### src/rtl/alu_pkg.sv
// Shared definitions for the ALU issue stage: default widths, opcode
// values understood by the 64-bit ALU, and the issue FSM state encoding.
package alu_pkg;

    localparam int DATA_W = 64;
    localparam int OP_W   = 5;

    localparam logic [OP_W-1:0] ALU_ADD    = OP_W'(0);
    localparam logic [OP_W-1:0] ALU_SUB    = OP_W'(1);
    localparam logic [OP_W-1:0] ALU_MUL    = OP_W'(2);
    localparam logic [OP_W-1:0] ALU_DIV    = OP_W'(3);
    localparam logic [OP_W-1:0] ALU_SHR    = OP_W'(4);
    localparam logic [OP_W-1:0] ALU_SHL    = OP_W'(5);
    localparam logic [OP_W-1:0] ALU_ROR    = OP_W'(6);
    localparam logic [OP_W-1:0] ALU_ROL    = OP_W'(7);
    localparam logic [OP_W-1:0] ALU_AND    = OP_W'(8);
    localparam logic [OP_W-1:0] ALU_OR     = OP_W'(9);
    localparam logic [OP_W-1:0] ALU_NEG    = OP_W'(10);
    localparam logic [OP_W-1:0] ALU_NOT    = OP_W'(11);
    localparam logic [OP_W-1:0] ALU_OP_MAX = OP_W'(11);

    typedef enum logic [1:0] {
        IDLE = 2'd0,
        EXEC = 2'd1,
        RESP = 2'd2
    } state_t;

endpackage

### src/rtl/alu_issue_ctrl_if.sv
// Bundle of the request, ALU-side and response signals of the issue stage.
//
// Handshake rule for both req_* and rsp_*: a transfer happens on the rising
// clk edge where valid and ready are both high. The producer keeps valid and
// its payload stable until that edge; ready may depend combinationally on
// state and on the other side's ready, never on the producer's valid.
//
// slave  : the issue controller (consumes requests, produces responses).
// master : its environment (request source, ALU register, result sink).
interface alu_issue_ctrl_if #(
    parameter int DATA_W = alu_pkg::DATA_W,
    parameter int OP_W   = alu_pkg::OP_W
);
    logic              req_valid;
    logic              req_ready;
    logic [OP_W-1:0]   req_op;
    logic [DATA_W-1:0] req_a;
    logic [DATA_W-1:0] req_b;

    logic [DATA_W-1:0] alu_a;
    logic [DATA_W-1:0] alu_b;
    logic [OP_W-1:0]   alu_ctrl;
    logic              alu_enable;
    logic [DATA_W-1:0] alu_result;

    logic              rsp_valid;
    logic              rsp_ready;
    logic [DATA_W-1:0] rsp_data;
    logic              rsp_err;

    // Current issue FSM state, exported for observation.
    alu_pkg::state_t   state;

    modport slave (
        input  req_valid, req_op, req_a, req_b, alu_result, rsp_ready,
        output req_ready, alu_a, alu_b, alu_ctrl, alu_enable,
               rsp_valid, rsp_data, rsp_err, state
    );

    modport master (
        output req_valid, req_op, req_a, req_b, alu_result, rsp_ready,
        input  req_ready, alu_a, alu_b, alu_ctrl, alu_enable,
               rsp_valid, rsp_data, rsp_err, state
    );

endinterface

### src/rtl/alu_op_decode.sv
// Combinational opcode classification used at request accept time:
// multicycle ops need the long settle count, illegal opcodes and divide by
// zero are kept away from the ALU entirely.
module alu_op_decode #(
    parameter int DATA_W = alu_pkg::DATA_W,
    parameter int OP_W   = alu_pkg::OP_W
) (
    input  logic [OP_W-1:0]   op,
    input  logic [DATA_W-1:0] b,
    output logic              is_multicycle,
    output logic              is_illegal,
    output logic              is_div0
);
    import alu_pkg::*;

    assign is_multicycle = (op == ALU_MUL) || (op == ALU_DIV);
    assign is_illegal    = (op > ALU_OP_MAX);
    assign is_div0       = (op == ALU_DIV) && (b == '0);

endmodule

### src/rtl/alu_issue_ctrl.sv
// Issue stage in front of the 64-bit ALU. Latches one request onto the ALU
// inputs, waits the op-dependent settle time, pulses the ALU register
// enable once, then offers the registered result downstream. Filtered ops
// (illegal opcode, divide by zero) skip the ALU and answer with an error.
module alu_issue_ctrl #(
    parameter int DATA_W        = alu_pkg::DATA_W,
    parameter int OP_W          = alu_pkg::OP_W,
    parameter int MULDIV_CYCLES = 4
) (
    input  logic              clk,
    input  logic              clr,
    alu_issue_ctrl_if.slave   bus
);
    import alu_pkg::*;

    localparam int              CNT_W       = (MULDIV_CYCLES > 1) ? $clog2(MULDIV_CYCLES) : 1;
    localparam logic [CNT_W-1:0] MULDIV_LOAD = CNT_W'(MULDIV_CYCLES - 1);

    state_t              state;
    state_t              state_nxt;
    logic [CNT_W-1:0]    count;
    logic                err_q;
    logic [DATA_W-1:0]   a_q;
    logic [DATA_W-1:0]   b_q;
    logic [OP_W-1:0]     ctrl_q;

    logic                req_ready;
    logic                accept;
    logic                alu_enable;
    logic                is_multicycle;
    logic                is_illegal;
    logic                is_div0;
    logic                filtered;

    alu_op_decode #(
        .DATA_W (DATA_W),
        .OP_W   (OP_W)
    ) u_decode (
        .op            (bus.req_op),
        .b             (bus.req_b),
        .is_multicycle (is_multicycle),
        .is_illegal    (is_illegal),
        .is_div0       (is_div0)
    );

    // A new request can be taken when idle, or while the current result is
    // leaving, so back-to-back ops do not lose a cycle in IDLE.
    assign req_ready = (state == IDLE) || ((state == RESP) && bus.rsp_ready);
    assign accept    = bus.req_valid && req_ready;
    assign filtered  = is_illegal || is_div0;

    // Next-state and the single-cycle ALU enable pulse.
    always_comb begin
        state_nxt  = state;
        alu_enable = 1'b0;
        case (state)
            IDLE: begin
                if (accept) begin
                    state_nxt = filtered ? RESP : EXEC;
                end
            end
            EXEC: begin
                if (count == '0) begin
                    alu_enable = 1'b1;
                    state_nxt  = RESP;
                end
            end
            RESP: begin
                if (bus.rsp_ready) begin
                    if (accept) begin
                        state_nxt = filtered ? RESP : EXEC;
                    end else begin
                        state_nxt = IDLE;
                    end
                end
            end
            default: state_nxt = IDLE;
        endcase
    end

    // State register.
    always_ff @(posedge clk) begin
        if (clr) begin
            state <= IDLE;
        end else begin
            state <= state_nxt;
        end
    end

    // Operand/opcode capture at accept, settle counter and error latch.
    // Filtered ops put zeros on the ALU inputs so nothing undefined is ever
    // presented to it.
    always_ff @(posedge clk) begin
        if (clr) begin
            a_q    <= '0;
            b_q    <= '0;
            ctrl_q <= '0;
            count  <= '0;
            err_q  <= 1'b0;
        end else if (accept) begin
            if (filtered) begin
                a_q    <= '0;
                b_q    <= '0;
                ctrl_q <= '0;
                count  <= '0;
                err_q  <= 1'b1;
            end else begin
                a_q    <= bus.req_a;
                b_q    <= bus.req_b;
                ctrl_q <= bus.req_op;
                count  <= is_multicycle ? MULDIV_LOAD : '0;
                err_q  <= 1'b0;
            end
        end else if ((state == EXEC) && (count != '0)) begin
            count <= count - 1'b1;
        end
    end

    assign bus.req_ready  = req_ready;
    assign bus.alu_a      = a_q;
    assign bus.alu_b      = b_q;
    assign bus.alu_ctrl   = ctrl_q;
    assign bus.alu_enable = alu_enable;
    assign bus.state      = state;

    // The ALU register holds during RESP because the enable is low, so the
    // result can be passed straight through while the response is pending.
    assign bus.rsp_valid  = (state == RESP);
    assign bus.rsp_err    = (state == RESP) && err_q;
    assign bus.rsp_data   = ((state == RESP) && !err_q) ? bus.alu_result : '0;

endmodule
### src/flat_wrapper.sv
// flat-port wrapper written by rule: the top's interface ports become plain ports
module alu_issue_ctrl_flat import alu_pkg::*;
#(
    parameter int DATA_W        = alu_pkg::DATA_W,
    parameter int OP_W          = alu_pkg::OP_W,
    parameter int MULDIV_CYCLES = 4
)
  (clk, clr, bus_req_valid, bus_req_op, bus_req_a, bus_req_b, bus_alu_result, bus_rsp_ready, bus_req_ready, bus_alu_a, bus_alu_b, bus_alu_ctrl, bus_alu_enable, bus_rsp_valid, bus_rsp_data, bus_rsp_err, bus_state);
  alu_issue_ctrl_if #(.DATA_W(DATA_W), .OP_W(OP_W)) bus_i ();
  input  logic clk;
  input  logic clr;
  input wire logic [$bits(bus_i.req_valid)-1:0] bus_req_valid;
  input wire logic [$bits(bus_i.req_op)-1:0] bus_req_op;
  input wire logic [$bits(bus_i.req_a)-1:0] bus_req_a;
  input wire logic [$bits(bus_i.req_b)-1:0] bus_req_b;
  input wire logic [$bits(bus_i.alu_result)-1:0] bus_alu_result;
  input wire logic [$bits(bus_i.rsp_ready)-1:0] bus_rsp_ready;
  output wire logic [$bits(bus_i.req_ready)-1:0] bus_req_ready;
  output wire logic [$bits(bus_i.alu_a)-1:0] bus_alu_a;
  output wire logic [$bits(bus_i.alu_b)-1:0] bus_alu_b;
  output wire logic [$bits(bus_i.alu_ctrl)-1:0] bus_alu_ctrl;
  output wire logic [$bits(bus_i.alu_enable)-1:0] bus_alu_enable;
  output wire logic [$bits(bus_i.rsp_valid)-1:0] bus_rsp_valid;
  output wire logic [$bits(bus_i.rsp_data)-1:0] bus_rsp_data;
  output wire logic [$bits(bus_i.rsp_err)-1:0] bus_rsp_err;
  output wire logic [$bits(bus_i.state)-1:0] bus_state;
  assign bus_i.req_valid = bus_req_valid;
  assign bus_i.req_op = bus_req_op;
  assign bus_i.req_a = bus_req_a;
  assign bus_i.req_b = bus_req_b;
  assign bus_i.alu_result = bus_alu_result;
  assign bus_i.rsp_ready = bus_rsp_ready;
  assign bus_req_ready = bus_i.req_ready;
  assign bus_alu_a = bus_i.alu_a;
  assign bus_alu_b = bus_i.alu_b;
  assign bus_alu_ctrl = bus_i.alu_ctrl;
  assign bus_alu_enable = bus_i.alu_enable;
  assign bus_rsp_valid = bus_i.rsp_valid;
  assign bus_rsp_data = bus_i.rsp_data;
  assign bus_rsp_err = bus_i.rsp_err;
  assign bus_state = bus_i.state;
  alu_issue_ctrl #(.DATA_W(DATA_W), .OP_W(OP_W), .MULDIV_CYCLES(MULDIV_CYCLES)) u_core (.clk(clk), .clr(clr), .bus(bus_i));
endmodule
### config.mk
export PLATFORM = sky130hd
export DESIGN_NAME = alu_issue_ctrl_flat
export DESIGN_NICKNAME = d
export VERILOG_FILES = /design/src/rtl/alu_pkg.sv /design/src/rtl/alu_issue_ctrl_if.sv /design/src/rtl/alu_op_decode.sv /design/src/rtl/alu_issue_ctrl.sv /design/src/flat_wrapper.sv
export SDC_FILE = /design/constraint.sdc
export NUM_CORES = 1
export LEC_CHECK = 0
export BUFFER_PORTS_ARGS = -buffer_cell sky130_fd_sc_hd__buf_2
export CAP_MARGIN = 20
export CORE_AREA = 2 2 159 161
export DETAILED_ROUTE_END_ITERATION = 10
export DIE_AREA = 0 0 161 163
export PLACE_DENSITY = 0.51
export SKIP_LAST_GASP = 1
export SLEW_MARGIN = 20
export SYNTH_ARGS = -nofsm -noshare
export SYNTH_HDL_FRONTEND = slang
export SYNTH_SLANG_ARGS = --single-unit
### constraint.sdc
create_clock -name clk -period 2.1 [get_ports clk]
set_input_delay 0 -clock clk [delete_from_list [all_inputs] [get_ports clk]]
set_output_delay 0 -clock clk [all_outputs]
set_load 0.05 [all_outputs]
==> results of run 1 <==
[per-layer routing]
| metal | track usage, % | vias up |
|---|---|---|
| li1 | - | 3653 |
| met1 | 24.28 | 3681 |
| met2 | 36.13 | 322 |
| met3 | 6.315 | 41 |
| met4 | 7.183 | 2 |
| met5 | 0 | - |
[power by group]
| part | total (W) | internal [W] | switching [W] |
|---|---|---|---|
| sequential | 0.00277 | 0.00272 | 0.0000556 |
| combinational | 0.00177 | 0.000622 | 0.00115 |
| clock | 0.00347 | 0.00225 | 0.00122 |
| total | 0.00802 | 0.00560 | 0.00242 |
[final timing paths]
kind	end	slack (ns)
max	u_core.bus.alu_a[43]	0.03
min	u_core.bus.alu_b[9]	-0.005
max reg2reg	u_core.count[1]	0.49
min reg2reg	u_core.bus.alu_b[18]	0.46
[per-stage QoR]
| step | worst slack, ns | instances | instance area (µm²) |
|---|---|---|---|
| detailed placement | -0.03955 | 1409 | 8984 |
| finish | 0.03427 | 1560 | 11240 |
| floorplan | 0.1033 | 741 | 6601 |
| CTS | 0.001077 | 1571 | 10970 |
| global placement | 0.0009008 | 1409 | 8984 |
| global route | -0.02348 | 1560 | 11240 |
[cells in the mapped netlist]
master and count:
sky130_fd_sc_hd__a2111o_1 1, sky130_fd_sc_hd__a211oi_1 1, sky130_fd_sc_hd__a21o_1 1, sky130_fd_sc_hd__a21oi_1 6
sky130_fd_sc_hd__and2_1 65, sky130_fd_sc_hd__and3b_1 1, sky130_fd_sc_hd__buf_2 6, sky130_fd_sc_hd__buf_4 1
sky130_fd_sc_hd__clkbuf_1 73, sky130_fd_sc_hd__clkbuf_2 6, sky130_fd_sc_hd__dfxtp_1 138, sky130_fd_sc_hd__ha_1 1
sky130_fd_sc_hd__inv_1 4, sky130_fd_sc_hd__nand2_1 5, sky130_fd_sc_hd__nand2b_1 65, sky130_fd_sc_hd__nand3_1 2
sky130_fd_sc_hd__nand3b_1 66, sky130_fd_sc_hd__nand4_1 4, sky130_fd_sc_hd__nand4b_1 131, sky130_fd_sc_hd__nor2_1 4
sky130_fd_sc_hd__nor2b_1 2, sky130_fd_sc_hd__nor3_1 1, sky130_fd_sc_hd__nor3b_1 3, sky130_fd_sc_hd__nor4_1 13
sky130_fd_sc_hd__nor4_4 1, sky130_fd_sc_hd__nor4b_1 1, sky130_fd_sc_hd__o21a_1 1, sky130_fd_sc_hd__o21ai_0 131
sky130_fd_sc_hd__o21ai_1 2, sky130_fd_sc_hd__o31a_1 1, sky130_fd_sc_hd__or3_1 1, sky130_fd_sc_hd__or4_1 1
sky130_fd_sc_hd__or4_4 1, sky130_fd_sc_hd__xnor2_1 1
[cell families after synthesis]
kind of cell    synth area share [%]
flops                          41.93
compound gates                 11.20
buf+inv                        5.412
xor+xnor                      0.1330
simple gates                   41.13
fa+ha+maj                     0.1899
[state kept, by name, indices dropped and copies added, names as in the netlist]
| signal | flops |
|---|---|
| u_core.bus.alu_a | 64 |
| u_core.bus.alu_b | 64 |
| u_core.bus.alu_ctrl | 5 |
| u_core.bus.state | 2 |
| u_core.count | 2 |
| u_core.err_q | 1 |
[layout make-up]
class / count / area share, %
clock buffer: 19 / 3.940
tap: 330 / 3.673
multi-input combinational: 513 / 32.84
clock inverter: 11 / 1.948
timing repair buffer: 545 / 32.88
sequential: 138 / 24.59
inverter: 4 / 0.1336
[what timing repair did]
action | in CTS | in global routing
gates resized for setup | 0 | 62
setup buffers | 0 | 2
setup endpoints to repair | 0 | 70
hold buffers | 132 | 1
endpoints found under the hold margin | 132 | 1
[worst min-delay path: cells and delay by family]
kind	cells	cell delay [ns]
compound gates	1	0.07
simple gates	1	0.10
buf+inv	1	0.21
==> reports/results.ini, run 1 <==
[drt]
route.detailed.vias_per_inst=4.935
first_pass_iters=5
maxUsedRoutingLayer=met5
met1Wirelength_um=12070
finalWirelength_um=29930
antenna_left=0
route.met3.wl_um=2182
detailedRoute.firstIterationViolations=625
wl_per_cell_um=19.19
drc=0
met2RoutedLength_um=14980
via_count=7699

[job]
cap_viol_max_count=0

[critical_path]
worstSetupEndpointType=register
slowest_stage=sky130_fd_sc_hd__or4_4
timing.setup.critical_path_class=in2reg
worst_ep_arrival_time_ns=2.37
cell_family_with_the_largest_share_of_critical_path_delay=simple AND/OR/NAND/NOR gates
worstSetupStartpointType=primary input
startpoint=bus_req_b[28]
worstSetupPathDepth=9
worst_r2r_path_depth=6
max_fo_critical_path=8
cp.required_ns=2.40
cp_slowest_stage_delay_ns=0.54
cp_num_buf_inv=4
rr_startpoint=u_core.count[0]
cp_cell_sequence=dlygate4sd3_1 -> buf_2 -> nor4_4 -> nand4_1 -> or4_4 -> nor4_4 -> buf_6 -> buf_6 -> o21ai_0

[sta]
clock_skew_ns=0.01770
fmaxAchievable_mhz=484.1
period_minus_slack_ns=2.066
setup_viol_count_final=0
maxSlewHeadroom_pct=44.80
hold_slack_ns=-0.004816
timing_worst_slew_pin_value_ns=0.8279
fin_crit_sh_pct=98.37
report.final.slew_viol_count=0
finalSetupTns_ns=0
timing.final.hold_violations=1

[logic_synthesis]
yosys_warn_count=0
postSynthAreaPerCell_um2=8.892
synth.lib_cells_used.distinct=34
synthesis.nets=943
synth.largest_area_cell=sky130_fd_sc_hd__dfxtp_1
synth_seq_cells=138
yosysTopAreaCellShare_pct=41.93
seq_area_frac_synth_pct=41.93
syn-cell-area_um2=6589
netlist_top_cells_area=sky130_fd_sc_hd__dfxtp_1, sky130_fd_sc_hd__nand4b_1, sky130_fd_sc_hd__o21ai_0
synth_cells=741

[layout]
syn2layout_area_growth_pct=70.60
finish.utilization_pct=45.56
final_common_cell=sky130_fd_sc_hd__buf_2
nNetsFinal=1421
multi_input_gate_area_um2=3691
num_antenna_cells=0
fill_cells=2453
ratio_of_cells_with_drive_above_1_in_the_final_layout_pct=38.37
seqCellArea_um2=2764
layout.cells.most_common_list=sky130_fd_sc_hd__buf_2, sky130_fd_sc_hd__dfxtp_1, sky130_fd_sc_hd__nand4b_1

[placed_design]
gp_congestion=0.8304
place_hpwl_um=19220
port-buffer-count=403

[status]
run_status=finished with violations
violations_in_the_final_reports=hold timing

[cts]
tritoncts_num_sinks=138
cts_tree=yes
cts.htree.levels=4
clk_transition_reported_paths_ns=0.06
cts_buffer_count=17
clock_tree.buffer_depth=2
clkLatencyLatePin_ns=0.42
clock-root-buffer=sky130_fd_sc_hd__clkbuf_16

[hold_path]
holdPathStages=3
hp-start=bus_req_b[9]
hold_path.class=in2reg

[pwr]
static_leak_nw=4.984
power.ir.vdd_worst_mv=0.4089
power.total_w=0.008018
power_density_nw_per_um2=713.3

[global_routing]
grt_pass1_vias=7322
grt_first_pass_wirelength_um=42380
grt_remaining_overflow=0
grt_antenna_before_repair=1
grt_start_max_net_pins=134
globalRouteTotalUtil_pct=20.77

[floorplanning]
design.die.area_um2=26240
start_util_pct=26.70
width_of_the_chip_um=161
fp.coreArea_um2=24670
num_rows=58
die_y_um=163
boundaryPins=404

(Power assumes the default switching activity.)
==> run 2: changes to the inputs <==
- ABC_AREA: default -> 1
- CORE_AREA: 2 2 159 161 -> 2 2 155 157
- DIE_AREA: 0 0 161 163 -> 0 0 157 159
==> run 2 against run 1 <==
The run now ends clean. Critical endpoint is now u_core.count[0]. Clock skew is 0.010 ns lower. Non-clock buffer count is 7 higher. Critical path depth is 2 higher. Synthesized area is 8.8% lower. First-iteration DRC count is 23% lower. Clock power is 9.5% lower. Sequential power hardly changed.
==> reports/results.ini, run 2 <==
[cts]
clk_transition_reported_paths_ns=0.06  ; about the same
cts_tree=yes
clock-root-buffer=sky130_fd_sc_hd__clkbuf_16
tritoncts_num_sinks=138  ; unchanged
cts.repair_timing.setup_buffer_count=0  ; unchanged
cts.htree.levels=4  ; unchanged
clkLatencyLatePin_ns=0.41  ; about the same
clock_tree.buffer_depth=2  ; unchanged
cts_buffer_count=17  ; unchanged

[layout]
syn2layout_area_growth_pct=74.96
finish.utilization_pct=45.31  ; -0.25 points
final_common_cell=sky130_fd_sc_hd__buf_2
fill_cells=2373  ; -3.3%
ratio_of_cells_with_drive_above_1_in_the_final_layout_pct=38.63  ; +0.26 points
final_cells=1666  ; +6.8%
nNetsFinal=1535  ; +8.0%
layout.cells.most_common_list=sky130_fd_sc_hd__buf_2, sky130_fd_sc_hd__nand2_1, sky130_fd_sc_hd__dfxtp_1

[critical_path]
cp_slowest_stage_delay_ns=0.53  ; about the same
worst_ep_arrival_time_ns=2.17  ; -0.20 ns
slowest_stage=sky130_fd_sc_hd__dlygate4sd3_1
max_fo_critical_path=63  ; +55
worstSetupEndpointType=register
rrSetupSlack_ns=0.52  ; +0.03 ns
cp.required_ns=2.44  ; +0.04 ns
timing.setup.critical_path_class=in2reg
worstSetupStartpointType=primary input
cp_cell_sequence=dlygate4sd3_1 -> buf_2 -> nor2_1 -> nand2_1 -> nor2_1 -> nand2_1 -> nor2_2 -> nand3_4 -> buf_4 -> nand4_1 -> a21oi_1

[pwr]
power_density_nw_per_um2=736.0  ; +3.2%
power.total_w=0.007733  ; -3.5%
static_leak_nw=4.981  ; about the same
power.ir.vdd_worst_mv=0.3982  ; -2.6%

[floorplanning]
width_of_the_chip_um=157  ; -2.5%
start_util_pct=25.90  ; -0.81 points
die_y_um=159  ; -2.5%
design.die.area_um2=24960  ; -4.9%
fp.coreArea_um2=23190  ; -6.0%
boundaryPins=404  ; unchanged
num_rows=56  ; -3.4%

[hold_path]
hold_path.class=in2reg

[sta]
rsz0062_at_grt=no
timing.final.hold_violations=0  ; -1
report.final.slew_viol_count=0  ; unchanged
worst_slack_ns=0.2746  ; +0.2404 ns
period_minus_slack_ns=1.825  ; -0.2404 ns
fin_crit_sh_pct=86.92  ; -11 points
timing_worst_slew_pin_value_ns=0.7460  ; -0.08193 ns
clock_skew_ns=0.007566  ; -0.01014 ns
finalSetupTns_ns=0  ; unchanged
maxSlewHeadroom_pct=50.27  ; +5.5 points
setup_viol_count_final=0  ; unchanged
fmaxAchievable_mhz=547.8  ; +13%

[logic_synthesis]
synth_enable_flop_cells=0  ; unchanged
synth.largest_area_cell=sky130_fd_sc_hd__dfxtp_1
synthesis.nets=1042  ; +10%
syn-cell-area_um2=6006  ; -8.8%
synth_seq_cells=138  ; unchanged
netlist_top_cells_area=sky130_fd_sc_hd__dfxtp_1, sky130_fd_sc_hd__nand4_1, sky130_fd_sc_hd__a21oi_1
postSynthAreaPerCell_um2=7.150  ; -20%
asr_flop_ratio_synth_pct=0  ; unchanged
ys_dominant_reg_cell=sky130_fd_sc_hd__dfxtp_1
synth_most_common_cell=sky130_fd_sc_hd__nand2_1
synth.lib_cells_used.distinct=23  ; -32%
synth_top_cells_by_count=sky130_fd_sc_hd__nand2_1, sky130_fd_sc_hd__dfxtp_1, sky130_fd_sc_hd__a21oi_1
seq_area_frac_synth_pct=46.00  ; +4.1 points
synth_cells=840  ; +13%
yosysTopAreaCellShare_pct=46.00  ; +4.1 points
yosys_warn_count=0  ; unchanged

[global_routing]
grt_pass1_vias=7373  ; +0.70%
grt_antenna_before_repair=3  ; +2
grt_start_max_net_pins=85  ; -37%
grt_first_pass_wirelength_um=41260  ; -2.7%
grt_remaining_overflow=0  ; unchanged
globalRouteTotalUtil_pct=21.00  ; +0.23 points

[drt]
finalWirelength_um=27520  ; -8.0%
route.detailed.vias_per_inst=4.631  ; -6.2%
first_pass_iters=5  ; unchanged
drc=0  ; unchanged
antenna_left=0  ; unchanged
wl_per_cell_um=16.52  ; -14%
via_count=7715  ; +0.21%
detailedRoute.firstIterationViolations=483  ; -23%

[placed_design]
dpl.cell_count=1500  ; +6.5%
place_hpwl_um=18940  ; -1.4%
pre_cts_slack_ns=0.2471  ; +0.2867 ns
port-buffer-count=403  ; unchanged
gp_congestion=0.8180  ; -1.5%

[job]
cap_viol_max_count=0  ; unchanged

[status]
run_status=finished clean

[run 2: critical path: cells and delay by family]
family	cells	cell delay [ns]
buffers and inverters	3	1.17
and+or+nand+nor	7	0.80
AOI/OAI and AO/OA	1	0.20
[run 2: repair_timing]
| action | CTS | global route |
|---|---|---|
| setup endpoints to repair | 0 | 47 |
| hold buffers | 133 | 0 |
| resized for setup | 0 | 1 |
| endpoints found under the hold margin | 133 | 0 |
[run 2: cells by family (layout without fill, tap and decap cells)]
family	after synthesis	after routing	synth area share (%)
buffers and inverters	154	660	10.50
and+or+nand+nor	404	404	31.21
other	0	1	0
DFF	138	138	46.00
AOI/OAI and AO/OA	143	143	12.08
adders and majority gates	1	1	0.2083
[run 2: final timing paths]
kind | startpoint | to | cells after the start
worst max-delay path | bus_req_b[19] | u_core.count[0] | 11
worst max register to register | u_core.bus.state[1] | u_core.bus.alu_b[52] | 8
worst min-delay path | bus_req_op[4] | u_core.count[1] | 4
worst min register to register | u_core.bus.alu_ctrl[4] | u_core.bus.alu_ctrl[4] | 2
[run 2: final cells by class]
| class | instances | area, µm² | area share [%] |
|---|---|---|---|
| flip-flops and latches | 138 | 2763 | 26.29 |
| inverters | 76 | 287.8 | 2.739 |
| multi-input cells | 548 | 2850 | 27.13 |
| well taps | 319 | 399.1 | 3.799 |
| clock buffers | 19 | 452.9 | 4.311 |
| repair buffers | 552 | 3596 | 34.22 |
| clock inverters | 13 | 156.4 | 1.488 |
| diodes | 1 | 2.502 | 0.02382 |
[run 2: through the flow]
| step | cell area [µm²] | hold slack [ns] |
|---|---|---|
| 3_3_place_gp | 8562 | 0.2736 |
| 3_5_place_dp | 8562 | 0.2824 |
| 4_1_cts | 10500 | 0.02982 |
| 2_1_floorplan | 6215 | 0.1542 |
| 5_1_grt | 10510 | 0.06475 |
| 6_report | 10510 | 0.03756 |
[run 2: power by group]
part	total (W)	internal, W	switching (W)
registers	0.00277	0.00272	0.0000497
clock network	0.00314	0.00185	0.00129
logic	0.00183	0.000601	0.00123
[run 2: metal layers]
layer	global-route usage [%]	wire, µm	up-vias
met5	0	0	-
met2	36.24	13510	294
met1	25.23	11480	3573
met3	5.770	1915	32
met4	6.380	621	0
li1	-	-	3816
